File: src/rtl/booth_mul_seq_32.sv
// rtl/booth_mul_seq_32.sv - sequential signed multiplier, radix-4 Booth recoding
// Two multiplier bits are retired per RUN cycle; {HI,LO} packs like the divider's {rem,quot}.
module booth_mul_seq_32 #(
  parameter int WIDTH = 32
) (
  input  logic                 clock,
  input  logic                 clear,
  input  logic                 start,
  input  logic [WIDTH-1:0]     a_multiplicand,
  input  logic [WIDTH-1:0]     b_multiplier,
  output logic                 busy,
  output logic                 done,
  output logic [2*WIDTH-1:0]   c_product
);

  localparam int ITER = WIDTH / 2;
  localparam int CW   = (ITER > 1) ? $clog2(ITER) : 1;
  localparam logic [CW-1:0] LAST = CW'(ITER - 1);

  typedef enum logic [1:0] {
    IDLE = 2'd0,
    RUN  = 2'd1,
    DONE = 2'd2
  } state_t;

  state_t               state_q, state_d;
  logic [WIDTH+1:0]     acc_q, acc_d;
  logic [WIDTH-1:0]     m_q, m_d;
  logic [WIDTH-1:0]     q_q, q_d;
  logic                 qm1_q, qm1_d;
  logic [CW-1:0]        cnt_q, cnt_d;
  logic [2*WIDTH-1:0]   prod_q, prod_d;

  logic [WIDTH+1:0]     m_ext;
  logic [WIDTH+1:0]     pp;
  logic [WIDTH+1:0]     sum;

  always_ff @(posedge clock or posedge clear) begin
    if (clear) begin
      state_q <= IDLE;
      acc_q   <= '0;
      m_q     <= '0;
      q_q     <= '0;
      qm1_q   <= 1'b0;
      cnt_q   <= '0;
      prod_q  <= '0;
    end else begin
      state_q <= state_d;
      acc_q   <= acc_d;
      m_q     <= m_d;
      q_q     <= q_d;
      qm1_q   <= qm1_d;
      cnt_q   <= cnt_d;
      prod_q  <= prod_d;
    end
  end

  // Two guard bits keep +/-2M exact even for M = -2^(WIDTH-1).
  always_comb begin
    m_ext = {{2{m_q[WIDTH-1]}}, m_q};
    case ({q_q[1:0], qm1_q})
      3'b001, 3'b010: pp = m_ext;
      3'b011:         pp = m_ext << 1;
      3'b100:         pp = -(m_ext << 1);
      3'b101, 3'b110: pp = -m_ext;
      default:        pp = '0;
    endcase
    sum = acc_q + pp;
  end

  always_comb begin
    state_d = state_q;
    acc_d   = acc_q;
    m_d     = m_q;
    q_d     = q_q;
    qm1_d   = qm1_q;
    cnt_d   = cnt_q;
    prod_d  = prod_q;
    case (state_q)
      IDLE: begin
        if (start) begin
          m_d     = a_multiplicand;
          q_d     = b_multiplier;
          acc_d   = '0;
          qm1_d   = 1'b0;
          cnt_d   = '0;
          state_d = RUN;
        end
      end
      RUN: begin
        acc_d = {{2{sum[WIDTH+1]}}, sum[WIDTH+1:2]};
        q_d   = {sum[1:0], q_q[WIDTH-1:2]};
        qm1_d = q_q[1];
        cnt_d = cnt_q + 1'b1;
        if (cnt_q == LAST) begin
          prod_d  = {acc_d[WIDTH-1:0], q_d};
          state_d = DONE;
        end
      end
      DONE: state_d = IDLE;
      default: state_d = IDLE;
    endcase
  end

  assign busy      = (state_q == RUN) || (state_q == DONE);
  assign done      = (state_q == DONE);
  assign c_product = prod_q;

endmodule
File: config.mk
export PLATFORM = sky130hd
export DESIGN_NAME = booth_mul_seq_32
export DESIGN_NICKNAME = d
export VERILOG_FILES = /design/src/rtl/booth_mul_seq_32.sv
export SDC_FILE = /design/constraint.sdc
export NUM_CORES = 1
export LEC_CHECK = 0
export BUFFER_PORTS_ARGS = -buffer_cell sky130_fd_sc_hd__clkbuf_2
export CORE_MARGIN = 2
export CORE_UTILIZATION = 53
export CTS_BUF_LIST = sky130_fd_sc_hd__clkbuf_16
export DETAILED_ROUTE_END_ITERATION = 10
export GPL_ROUTABILITY_DRIVEN = 0
export GPL_TIMING_DRIVEN = 0
export PLACE_DENSITY = 0.88
export SLEW_MARGIN = 10
export SYNTH_ARGS = -nofsm -noshare
export SYNTH_HDL_FRONTEND = slang
export SYNTH_SLANG_ARGS = --single-unit
File: constraint.sdc
create_clock -name clock -period 5.4 [get_ports clock]
set_input_delay 1.08 -clock clock [delete_from_list [all_inputs] [get_ports clock]]
set_output_delay 1.08 -clock clock [all_outputs]
set_load 0.02 [all_outputs]
# Word-level counts from Yosys, hierarchy flattened
# Index checks and enable logic that the tools add are counted.
# totals
reg_bits	169
output_inout_bits	66
elab_cells	43
# classes
n_addsub	4
n_eq_ne	11
n_mux	12
reduce_logical	9
# op_table
op	count
$pmux W34 S4	1
$neg A34 Y34	2
$pmux W34 S2	1
$pmux W32 S2	1
$add A34 B34 Y34	1
$mux W34	1
$mux W32	1
$eq A3 B3 Y1 const B	3
$pmux W4 S2	1
$reduce_and A2 Y1	4
$eq A3 B2 Y1 const B	2
$add A4 B1 Y4 const B	1
$eq A4 B4 Y1 const B	1
$mux W2	2
$mux W4	1
$ne A2 B2 Y1 const B	2
$pmux W2 S2	1
$reduce_or A2 Y1	2
$eq A3 B1 Y1 const B	1
$eq A2 B1 Y1 const B	1
$eq A2 B2 Y1 const B	1
$logic_not A2 Y1	1
$pmux W1 S2	1
$reduce_bool A2 Y1	1
other kinds (2)	2

# Logic depth before layout (Yosys ltp)
# logic_depth
ltp_word	5
depth_mapped	20
depth_no_buf	19

# Least setup slack after synthesis
# OpenSTA, ideal clock, no wires.
# synth_path
kind	register -> register
start	register m_q[18]
end	register acc_q[30]
setup_time_ns	0.133
arrival_time_ns	4.428
t_required_ns	5.267
slack_ns	0.839
path_stages_with_launch	21
synth_period_minus_slack_ns	4.561
path_cell_list	dfrtp_1 -> buf_6 -> or4_4 -> or3_4 -> or3_1 -> buf_2 -> nor4_1 -> nand2b_1 -> xnor2_1 -> a221oi_1 -> a31oi_1 -> ha_1 -> clkbuf_1 -> a21o_1 -> a21oi_1 -> nand2b_1 -> a2111oi_0 -> a211oi_1 -> mux2i_1 -> a22oi_1 -> o21ai_0
# synth_via
elab_chain_cells	4
# synth_rtl
item	line_no	text
start, declared	28	logic [WIDTH-1:0] m_q, m_d;
start signal, assigned	50	m_q <= m_d;
$neg A34 Y34, on equally long branches	65, 64	
$pmux W34 S4 (*)	61	case ({q_q[1:0], qm1_q})
$add A34 B34 Y34 (*)	68	sum = acc_q + pp;
$pmux W34 S2 (*)	79	case (state_q)
end signal, assigned	41	acc_q <= '0;
end signal, assigned	49	acc_q <= acc_d;
end, declared	27	logic [WIDTH+1:0] acc_q, acc_d;
# Every way passes the cells marked *; elsewhere a longest branch is shown, timed or not.
# A chain may end at the register's enable or synchronous reset.

# Worst setup path in the final report
# Same ends and word-level chain as after synthesis.

==> results_dict.tcl <==
set metrics [dict create \
    min_period_over_period 0.955 \
    htreeDepth 4 \
    power.ir.vdd_worst_uv 297 \
    async_flop_share 1.00 \
    setup_violations 0 \
    cpPeakStageDelay_ns 0.53 \
    synth_top_family_by_area "compound AO/OA/AOI/OAI gates" \
    antenna_violations_before_repair 0 \
    rsz_0062_raised_after_global_routing "false" \
    p_leak_nw 5.43 \
    synth.yosys.warnings 0 \
    muxShareOfSynthArea 0.113 \
    critPathArrivalTime_ns 5.46 \
    cpMaxStageDelayCell "or4_4" \
    synth_ff_type "dfrtp_1" \
    number_of_clock_buffers_inserted_by_tritoncts 17 \
    drt-total-wl_um 27800 \
    cp_data_required_time_ns 5.70 \
    critical_path.startpoint_type "flop" \
    synth_top_cells_by_area "dfrtp_1, o21ai_0, mux2_2" \
    r2r_slack_ns 0.24 \
    worst_setup_path_end_kind "flop" \
    drt.antenna.violating_nets 0 \
    synth_area_sq_um 10000 \
    synth_cells 1091 \
    postCtsHoldBufs 0 \
    coreArea_sq_um 18600 \
    switching_share 0.491 \
    post_synth_fa_ha_maj_area_fraction 0.0493 \
    io_pins 133 \
    cts_root_buffer "clkbuf_16" \
    synth_compound_area_frac 0.179 \
    cts_tree "done" \
    overall_die_area_sq_um 20100 \
    totalNegativeSetupSlack_ns 0 \
    cp_buf_inv_count 3 \
    critical_path.startpoint "m_q[18]" \
    fin_skew_ns 0.0122 \
    post_synth_and_or_nand_nor_area_fraction 0.146 \
    min-delay-path-class "reg -> reg" \
    grt_max_degree 38 \
    avgViaCountPerCell 6.15 \
    num_antenna_cells 0 \
    crit_path_cell_chain "buf_6 -> or4_4 -> or3_4 -> or3_1 -> buf_2 -> nor4_2 -> nand2b_1 -> xnor2_1 -> a221oi_1 -> a31oi_1 -> ha_1 -> clkbuf_1 -> a21o_1 -> a21oi_1 -> nand2b_1 -> a2111oi_0 -> a211oi_1 -> mux2i_1 -> a22oi_1 -> o21ai_0" \
    synthDominantAreaCellType "dfrtp_1" \
    fin_nets 1354 \
    max_freq_ghz 0.194 \
    leading_cell_type_in_the_layout_fill_and_taps_excluded "nand2_1" \
    criticalPathCategory "reg -> reg" \
    maxCapViolCount 0 \
    initial_utilization 0.539 \
    drt-initial-drc-count 951 \
    crit_top_cell "nand2b_1" \
    final_cell_mix "nand2_1, dfrtp_1, o21ai_0, clkbuf_2, mux2_2" \
    first_pass_iters 6 \
    cts.sinks 167 \
    internal_power_mw 4.15 \
    die_x_um 142 \
    global_route_overflow 0 \
    switching_power_mw 4.00 \
    grt_pass1_wl_um 44300 \
    post-synth-top-area-fraction 0.416 \
    vias_in_the_first_global_route 8782 \
    worst_r2r_startpoint "m_q[18]" \
    synth.yosys.seq_area_share 0.416 \
    dp_hpwl_um 20400 \
    critPathMaxFanout 8 \
    combPwrFrac 0.616 \
    hold_path_startpoint "c_product[39]" \
    slew_headroom 0.232 \
    drive_above_1_share 0.202 \
    area_delta_synth_final_pct 16.5 \
    drc 0 \
    synth-xor-area-share 0.0636 \
    power.share.sequential 0.241 \
    final-hold-violation-count 0 \
    vias 9189 \
    synth_seq_cells 167 \
    postSynthNetCount 1197 \
    post_dr_wirelength_cell_um 18.6 \
    clock_latency_ns 0.44 \
    timing.hold.ws_ns 0.476 \
    synth_cell_type_count 64 \
    gr-usage-all-layers 0.278 \
    clock_pin_transition_on_the_worst_setup_and_hold_timing_paths_ns 0.07 \
    period_minus_slack_ns 5.16 \
    timing.final.max_slew_violations 0 \
    worst-slew-pin-transition_ns 1.14 \
    powerDensity_nw_per_um2 697 \
    run_status "complete, no violations" \
    synth_area_per_cell_sq_um 9.20 \
    port_buffer_count 132 \
    die_h_um 142 \
    clk_buf_depth 2 \
    power_frac_clock 0.143 \
    synth-edff-count 0 \
    crit_family "simple AND/OR/NAND/NOR gates" \
    placement_rows 50 \
]
sequential cells by signal, summed over array words and instances (netlist names):
signal	flops
m_q	32
q_q	32
cnt_q	4
acc_q	32
c_product	64
qm1_q	1
state_q	2
area by class of cell:
type	count	area, sq um
fill	1489	6940
multi-input combinational	839	5570
sequential	167	4180
timing repair buffer	139	776
clock buffer	17	425
tap	234	293
buffer	73	290
clock inverter	14	126
inverter	11	45.0
power by group through the flow:
stage                     Combinational, mW  Clock, mW  Sequential (mW)
after floorplan                        3.69          0             1.87
after global placement                 4.62          0             1.94
after detailed placement               4.81          0             1.97
after CTS                              4.88       1.18             1.95
after global routing                   5.47       1.22             2.00
final                                  5.03       1.16             1.96
layer usage:
layer  wire, um  vias up  track usage
met5          0        -            0
li1           -     4229            -
met2      13000      471        0.448
met4       1590        0        0.157
met1      11200     4356        0.356
met3       1980      133       0.0503
cell families (layout without fill, tap and decap cells):
logic type               Yosys count  after routing
AND/OR/NAND/NOR                  323            323
AO/OA/AOI/OAI                    300            300
flip-flops                       167            167
multiplexers                     105            105
buffers and inverters             85            254
XOR/XNOR                          72             72
adder cells (fa/ha/maj)           39             39
worst paths after layout:
kind | cells past startpoint | to
max | 20 | acc_q[30]
min | 2 | c_product[39]
max reg2reg | 20 | acc_q[30]
min reg2reg | 2 | c_product[39]
max in group asynchronous | 4 | acc_q[32]
min in group asynchronous | 2 | c_product[27]
Yosys cell counts, types with 4 or more instances:
| cell | n |
|---|---|
| and3_1 | 8 |
| o21a_1 | 4 |
| xor2_1 | 36 |
| nand2b_1 | 18 |
| nand4_1 | 6 |
| or3_1 | 8 |
| a221oi_1 | 9 |
| a21oi_1 | 44 |
| mux2_2 | 64 |
| a21o_1 | 20 |
| o311ai_0 | 4 |
| nor2b_1 | 7 |
| o21ai_0 | 148 |
| a22oi_1 | 6 |
| o2111ai_1 | 4 |
| o22ai_1 | 7 |
| o21bai_1 | 4 |
| buf_1 | 7 |
| a31oi_1 | 19 |
| nor4_1 | 11 |
| inv_1 | 10 |
| a211oi_1 | 7 |
| dfrtp_1 | 167 |
| ha_1 | 38 |
| nor3_1 | 23 |
| nor2_1 | 50 |
| nand3_1 | 8 |
| nand2_1 | 169 |
| mux2i_1 | 41 |
| clkbuf_1 | 62 |
| xnor2_1 | 35 |
metrics by stage:
| stage | setup slack, ns | cell area (sq um) | utilization | power, mW | cells |
|---|---|---|---|---|---|
| 3_3_place_gp | 0.203 | 11000 | 0.590 | 6.57 | 1457 |
| 2_1_floorplan | 0.839 | 10000 | - | 5.55 | 1091 |
| 6_report | 0.241 | 11700 | 0.628 | 8.15 | 1494 |
| 5_1_grt | 0.0106 | 11700 | 0.628 | 8.69 | 1494 |
| 4_1_cts | 0.0302 | 11700 | 0.625 | 8.00 | 1493 |
| 3_5_place_dp | 0.0715 | 11100 | 0.595 | 6.78 | 1462 |
tightest hold or removal path, stage by stage (launching register included):
cell	delay, ns
dfrtp_1	0.34
nand2_1	0.04
o21ai_0	0.06
what timing repair did:
item,in CTS,in global routing
pin swaps,0,2
hold endpoints to repair,0,0
gates resized for setup,1,9
gates cloned,0,0
endpoints found under the setup margin,8,21
buffers inserted,0,2
Power figures use the tool's default switching activity.
